$ cat src/rtl/squarewave_meter_pkg.sv
// Shared constants for squarewave_meter: FSM encoding, generator-compatible
// defaults and the per-phase flag payload.
package squarewave_meter_pkg;

  localparam int unsigned DEF_UNIT_TICKS  = 5;
  localparam int unsigned DEF_CNT_W       = 4;
  localparam int unsigned DEF_SYNC_STAGES = 2;

  localparam logic [1:0] ST_IDLE = 2'd0;
  localparam logic [1:0] ST_HIGH = 2'd1;
  localparam logic [1:0] ST_LOW  = 2'd2;

  typedef struct packed {
    logic frac;
    logic ovf;
  } phase_flags_t;

endpackage

$ cat src/rtl/squarewave_meter_sync_edge_detect.sv
// Multi-flop synchronizer for an asynchronous level plus one edge-detect
// flop; rise_c/fall_c are single-cycle pulses decoded from the flop pair.
module squarewave_meter_sync_edge_detect
  import squarewave_meter_pkg::*;
#(
  parameter int unsigned SYNC_STAGES = DEF_SYNC_STAGES
) (
  input  logic clk,
  input  logic reset_n,
  input  logic d,
  output logic rise_c,
  output logic fall_c
);

  logic [SYNC_STAGES-1:0] sync_q;
  logic                   prev_q;

  always_ff @(posedge clk or negedge reset_n) begin
    if (!reset_n) begin
      sync_q <= '0;
      prev_q <= 1'b0;
    end else begin
      sync_q <= {sync_q[SYNC_STAGES-2:0], d};
      prev_q <= sync_q[SYNC_STAGES-1];
    end
  end

  assign rise_c = sync_q[SYNC_STAGES-1] & ~prev_q;
  assign fall_c = ~sync_q[SYNC_STAGES-1] & prev_q;

endmodule

$ cat src/rtl/squarewave_meter.sv
// Measures high/low phase lengths of a square wave in generator time units
// and reports them once per completed period.
module squarewave_meter
  import squarewave_meter_pkg::*;
#(
  parameter int unsigned UNIT_TICKS  = DEF_UNIT_TICKS,
  parameter int unsigned CNT_W       = DEF_CNT_W,
  parameter int unsigned STUCK_UNITS = 32,
  parameter int unsigned SYNC_STAGES = DEF_SYNC_STAGES
) (
  input  logic             clk,
  input  logic             reset_n,
  input  logic             w,
  output logic [CNT_W-1:0] meas_up,
  output logic [CNT_W-1:0] meas_down,
  output logic             meas_valid,
  output logic             meas_frac,
  output logic             meas_ovf,
  output logic             locked,
  output logic             stuck
);

  localparam int unsigned TICK_W = (UNIT_TICKS > 1) ? $clog2(UNIT_TICKS) : 1;
  localparam int unsigned UNIT_W = $clog2(STUCK_UNITS + 1);

  localparam logic [TICK_W-1:0] TICK_LAST  = TICK_W'(UNIT_TICKS - 1);
  localparam logic [UNIT_W-1:0] UNIT_STUCK = UNIT_W'(STUCK_UNITS);
  localparam logic [UNIT_W-1:0] UNIT_SAT   = UNIT_W'((1 << CNT_W) - 1);
  localparam logic [CNT_W-1:0]  CNT_MAX    = '1;

  logic rise_c;
  logic fall_c;
  logic edge_c;

  squarewave_meter_sync_edge_detect #(
    .SYNC_STAGES(SYNC_STAGES)
  ) u_sync_edge_detect (
    .clk    (clk),
    .reset_n(reset_n),
    .d      (w),
    .rise_c (rise_c),
    .fall_c (fall_c)
  );

  assign edge_c = rise_c | fall_c;

  // Phase length counters; the incremented value includes the current cycle
  // so a phase seen at an edge is measured without an off-by-one.
  logic [TICK_W-1:0] tick_q;
  logic [TICK_W-1:0] tick_inc;
  logic [UNIT_W-1:0] unit_q;
  logic [UNIT_W-1:0] unit_inc;

  always_comb begin
    tick_inc = tick_q + TICK_W'(1);
    unit_inc = unit_q;
    if (tick_q == TICK_LAST) begin
      tick_inc = '0;
      if (unit_q != UNIT_STUCK) begin
        unit_inc = unit_q + UNIT_W'(1);
      end
    end
  end

  always_ff @(posedge clk or negedge reset_n) begin
    if (!reset_n) begin
      tick_q <= '0;
      unit_q <= '0;
    end else if (edge_c) begin
      tick_q <= '0;
      unit_q <= '0;
    end else begin
      tick_q <= tick_inc;
      unit_q <= unit_inc;
    end
  end

  // Saturated value and flags of the phase ending at this edge.
  logic [CNT_W-1:0] phase_units;
  phase_flags_t     phase_flags;
  logic             stuck_hit;

  always_comb begin
    phase_flags.ovf  = (unit_inc > UNIT_SAT);
    phase_flags.frac = (tick_inc != '0);
    phase_units      = phase_flags.ovf ? CNT_MAX : CNT_W'(unit_inc);
    stuck_hit        = (unit_inc == UNIT_STUCK) && !edge_c;
  end

  logic [1:0]       state_q;
  logic [1:0]       state_nxt;
  logic [CNT_W-1:0] hold_up_q;
  logic [CNT_W-1:0] hold_up_nxt;
  phase_flags_t     hold_flags_q;
  phase_flags_t     hold_flags_nxt;
  logic [CNT_W-1:0] meas_up_nxt;
  logic [CNT_W-1:0] meas_down_nxt;
  logic             meas_valid_nxt;
  logic             meas_frac_nxt;
  logic             meas_ovf_nxt;
  logic             locked_nxt;
  logic             stuck_nxt;

  always_comb begin
    state_nxt      = state_q;
    hold_up_nxt    = hold_up_q;
    hold_flags_nxt = hold_flags_q;
    meas_up_nxt    = meas_up;
    meas_down_nxt  = meas_down;
    meas_valid_nxt = 1'b0;
    meas_frac_nxt  = meas_frac;
    meas_ovf_nxt   = meas_ovf;
    locked_nxt     = locked;
    stuck_nxt      = stuck;

    case (state_q)
      ST_IDLE: begin
        if (rise_c) begin
          state_nxt = ST_HIGH;
          stuck_nxt = 1'b0;
        end
      end
      ST_HIGH: begin
        if (fall_c) begin
          hold_up_nxt    = phase_units;
          hold_flags_nxt = phase_flags;
          state_nxt      = ST_LOW;
        end else if (stuck_hit) begin
          stuck_nxt  = 1'b1;
          locked_nxt = 1'b0;
          state_nxt  = ST_IDLE;
        end
      end
      ST_LOW: begin
        if (rise_c) begin
          meas_up_nxt    = hold_up_q;
          meas_down_nxt  = phase_units;
          meas_frac_nxt  = hold_flags_q.frac | phase_flags.frac;
          meas_ovf_nxt   = hold_flags_q.ovf | phase_flags.ovf;
          meas_valid_nxt = 1'b1;
          locked_nxt     = 1'b1;
          state_nxt      = ST_HIGH;
        end else if (stuck_hit) begin
          stuck_nxt  = 1'b1;
          locked_nxt = 1'b0;
          state_nxt  = ST_IDLE;
        end
      end
      default: state_nxt = ST_IDLE;
    endcase
  end

  always_ff @(posedge clk or negedge reset_n) begin
    if (!reset_n) begin
      state_q      <= ST_IDLE;
      hold_up_q    <= '0;
      hold_flags_q <= '0;
      meas_up      <= '0;
      meas_down    <= '0;
      meas_valid   <= 1'b0;
      meas_frac    <= 1'b0;
      meas_ovf     <= 1'b0;
      locked       <= 1'b0;
      stuck        <= 1'b0;
    end else begin
      state_q      <= state_nxt;
      hold_up_q    <= hold_up_nxt;
      hold_flags_q <= hold_flags_nxt;
      meas_up      <= meas_up_nxt;
      meas_down    <= meas_down_nxt;
      meas_valid   <= meas_valid_nxt;
      meas_frac    <= meas_frac_nxt;
      meas_ovf     <= meas_ovf_nxt;
      locked       <= locked_nxt;
      stuck        <= stuck_nxt;
    end
  end

endmodule

$ cat config.mk
export PLATFORM = sky130hd
export DESIGN_NAME = squarewave_meter
export DESIGN_NICKNAME = d
export VERILOG_FILES = /design/src/rtl/squarewave_meter_pkg.sv /design/src/rtl/squarewave_meter_sync_edge_detect.sv /design/src/rtl/squarewave_meter.sv
export SDC_FILE = /design/constraint.sdc
export NUM_CORES = 1
export LEC_CHECK = 0
export ABC_CLOCK_PERIOD_IN_PS = 1900
export CAP_MARGIN = 30
export CORE_MARGIN = 5
export CORE_UTILIZATION = 58
export CTS_BUF_LIST = sky130_fd_sc_hd__clkbuf_8
export CTS_CLUSTER_DIAMETER = 150
export DETAILED_ROUTE_END_ITERATION = 8
export HOLD_SLACK_MARGIN = 0.15
export PLACE_DENSITY_LB_ADDON = 0.2
export SLEW_MARGIN = 10
export SYNTH_ARGS = -nofsm -noshare
export SYNTH_HDL_FRONTEND = slang
export SYNTH_HIERARCHICAL = 1
export SYNTH_SLANG_ARGS = --single-unit
$ cat constraint.sdc
create_clock -name clk -period 1.9 [get_ports clk]
set_input_delay 0.19 -clock clk [delete_from_list [all_inputs] [get_ports clk]]
set_output_delay 0.19 -clock clk [all_outputs]
set_load 0.1 [all_outputs]
==> reports/summary.txt <==
outcome -> completed
Rel. slew slack -> 0.727
critical path endpoint category -> register
post-synthesis sequential element count -> 33
share of async-settable or async-resettable flops after synthesis -> 1.00
number of diodes -> 0
slew at the pin closest to its max-slew limit -> 410 ps
distinct cell type count of the synthesized netlist -> 36
gr ovfl total -> 0
top cell type's share of synthesized area -> 0.528
Final WS setup -> 70.4 ps
Net Count, Synth -> 164
number of search-and-repair iterations in the first detailed-routing pass -> 4
worst hold margin -> 311 ps
Period Utilization, post-route -> 0.963
peak supply drop -> 1.09 mV
total chip power -> 2.42 mW
proportion of synthesized chip area in sequential cells -> 0.528
multi-input gate area in the final layout -> 719 um2
vias in the first global route -> 1,302
Leak -> 0.956 nW
# H-tree levels -> 2
sinks on the clock net -> 33
setup clock skew after layout -> 6.75 ps
arrival time of data at the critical path endpoint -> 1990 ps
total met2 wirelength after detailed routing -> 1850 um
Die Y-Extent -> 62.0 um
met3 WL post-DR -> 156 um
post-detailed-route count of antenna-violating nets -> 0
count of fill cells added during filler insertion -> 171
area added between synthesis and finish -> 23.4%
Global Route Usage Sum -> 0.214
DR DRC count -> 0
total wirelength of the detailed-routed design -> 3470 um
post-DR wirelength/cell -> 16.4 um
leading register cell type out of synthesis -> sky130_fd_sc_hd__dfrtp_1
die area -> 3840 um2
net count reported at finish -> 192
average instance area after synthesis -> 10.2 um2
final critical path time including I/O delays and setup -> 1830 ps
number of failing hold endpoints at the final stage -> 0
area of the mapped netlist -> 1570 um2
half-perimeter wire length after detailed placement -> 2440 um
insertion delay to the later sink of the worst-skew pair -> 280 ps
uppermost routed layer -> met4
setup repair after global routing missed its margin -> true
path type of the worst setup path -> register to register
maximum number of pins on one net before global-route repair -> 34
met1 wire length -> 1350 um
number of ports placed on the die boundary -> 16
hold buffers post-CTS -> 0
max-cap viol count -> 0
Post-Place Worst Slack -> 31.8 ps
total clock buffers created by CTS -> 5
startpoint type of the worst setup path -> register
width of the die -> 62.0 um
placed instance area -> 1760 um2
maximum count of clock buffers along a single path -> 2
initial cell density of the core -> 0.621
Storage cell area -> 826 um2
count of buffers inserted at the top-level ports -> 15
pwr/cell area -> 1250 nW/um2
type of the tightest min-delay check -> input port to async pin
largest area contributor in the synthesized netlist -> sky130_fd_sc_hd__dfrtp_1
Layout Utilization -> 0.766
number of pins exceeding their max-slew limit in the final report -> 0
setup-violating endpoint count in the final report -> 0
CTS root buf -> sky130_fd_sc_hd__clkbuf_8
placeable core region -> 2520 um2
average via count per standard cell -> 5.84
CTS clock-pin slew for the worst setup and hold paths -> 70 ps
TritonCTS clock tree -> done
vias after detailed routing -> 1,238
required time of the critical path -> 2060 ps
Post-synth EDFFs -> 0
Syn Inst Count -> 153
final weighted congestion in routability-driven placement -> 0.870
first-pass GRT wire length -> 5870 um
cell types with the largest area share after synthesis -> sky130_fd_sc_hd__dfrtp_1 53%, sky130_fd_sc_hd__ha_1 6.4%, sky130_fd_sc_hd__o21ai_0 4.8%
violation count after the first detailed-route iteration -> 41
Highest Clock Rate -> 547 MHz
fraction of final layout cells with drive strength greater than 1 -> 0.280
initial antenna violation count -> 0
post-route standard cell area excluding fillers -> 1930 um2
CP Max Fanout -> 4
number of cell rows -> 18
Yosys warnings -> 6
## logic make-up after synthesis
| family | after synthesis | synth area share |
|---|---|---|
| adders and majority gates | 8 | 0.0640 |
| xor gates and xnor gates | 4 | 0.0224 |
| buffers and inverters | 15 | 0.0376 |
| and+or+nand+nor | 54 | 0.180 |
| muxes | 6 | 0.0424 |
| AOI/OAI and AO/OA | 33 | 0.126 |
| DFF | 33 | 0.528 |
## power by group
part | internal (mW) | total (mW) | switching (mW)
sequential | 0.794 | 0.864 | 0.0696
clock | 0.392 | 0.650 | 0.258
combinational | 0.299 | 0.904 | 0.605
total | 1.49 | 2.42 | 0.933
## cell usage after synthesis, drive strengths merged (3+ instances only)
library cell	number
nor3	4
nor2b	5
xnor2	3
nand2	16
inv	11
mux2	5
a31oi	4
a21oi	8
dfrtp	33
nand2b	3
nor2	13
o21ai	15
ha	8
## worst paths after layout
check	startpoint	end	slack [ps]	cells past startpoint
min in group clk	w	u_sync_edge_detect/sync_q[0]$_DFF_PN0_	350	1
hold / removal	reset_n	unit_q[0]$_DFF_PN0_	310	2
setup reg to reg	tick_q[0]$_DFF_PN0_	state_q[0]$_DFFE_PN0N_	70	7
max in group asynchronous	reset_n	unit_q[2]$_DFF_PN0_	1290	2
hold reg to reg	u_sync_edge_detect/sync_q[0]$_DFF_PN0_	u_sync_edge_detect/sync_q[1]$_DFF_PN0_	380	0
setup / recovery	tick_q[0]$_DFF_PN0_	state_q[0]$_DFFE_PN0N_	70	7
## timing repair
item / 4_1_cts / 5_1_grt
setup endpoints to repair: 3 / 14
gates resized for setup: 2 / 10
pin swaps: 0 / 2
setup buffers: 0 / 3
endpoints found under the hold margin: 0 / 0
## flip-flops by register name, indices dropped and copies added, names as in the netlist, 2 cells and up
| signal | flops |
|---|---|
| hold_up_q | 4 |
| unit_q | 6 |
| state_q | 2 |
| meas_up | 4 |
| hold_flags_q | 2 |
| tick_q | 3 |
| u_sync_edge_detect/sync_q | 2 |
| meas_down | 4 |
## metal layers
metal  global-route usage  vias up
li1                     -      581
met1                0.234      610
met2                0.374       33
met3               0.0558       14
met4                0.115        0
met5                    0        -
## critical path, cell delays in order, from the launching register on
cell and delay [ps]:
sky130_fd_sc_hd__dfrtp_1 400, sky130_fd_sc_hd__inv_1 80, sky130_fd_sc_hd__ha_2 200, sky130_fd_sc_hd__nand4_1 130, sky130_fd_sc_hd__or3_4 400, sky130_fd_sc_hd__a21oi_2 140, sky130_fd_sc_hd__and4_4 260, sky130_fd_sc_hd__a31oi_1 90
## cell usage in the layout, fill, tap and decap left out, types with 5 or more instances in the layout
cell / count
sky130_fd_sc_hd__a21oi_1: 7
sky130_fd_sc_hd__buf_4: 23
sky130_fd_sc_hd__clkbuf_8: 5
sky130_fd_sc_hd__dfrtp_1: 33
sky130_fd_sc_hd__ha_1: 7
sky130_fd_sc_hd__inv_1: 10
sky130_fd_sc_hd__mux2_2: 5
sky130_fd_sc_hd__nand2_1: 16
sky130_fd_sc_hd__nor2_1: 12
sky130_fd_sc_hd__o21ai_0: 14
## cell type report
class	count	share of cell area
Timing Repair Buffer	25	0.0997
Clock buffer	5	0.0356
Tap cell	30	0.0194
Multi-Input combinational cell	105	0.372
Inverter	11	0.0214
Sequential cell	33	0.427
Clock inverter	3	0.0240
## per-stage QoR
stage	instances	TNS, ps
floorplan	153	0
global placement	201	0
detailed placement	201	0
CTS	209	0
global route	212	-68.5
finish	212	0
Power figures use the tool's default switching activity.
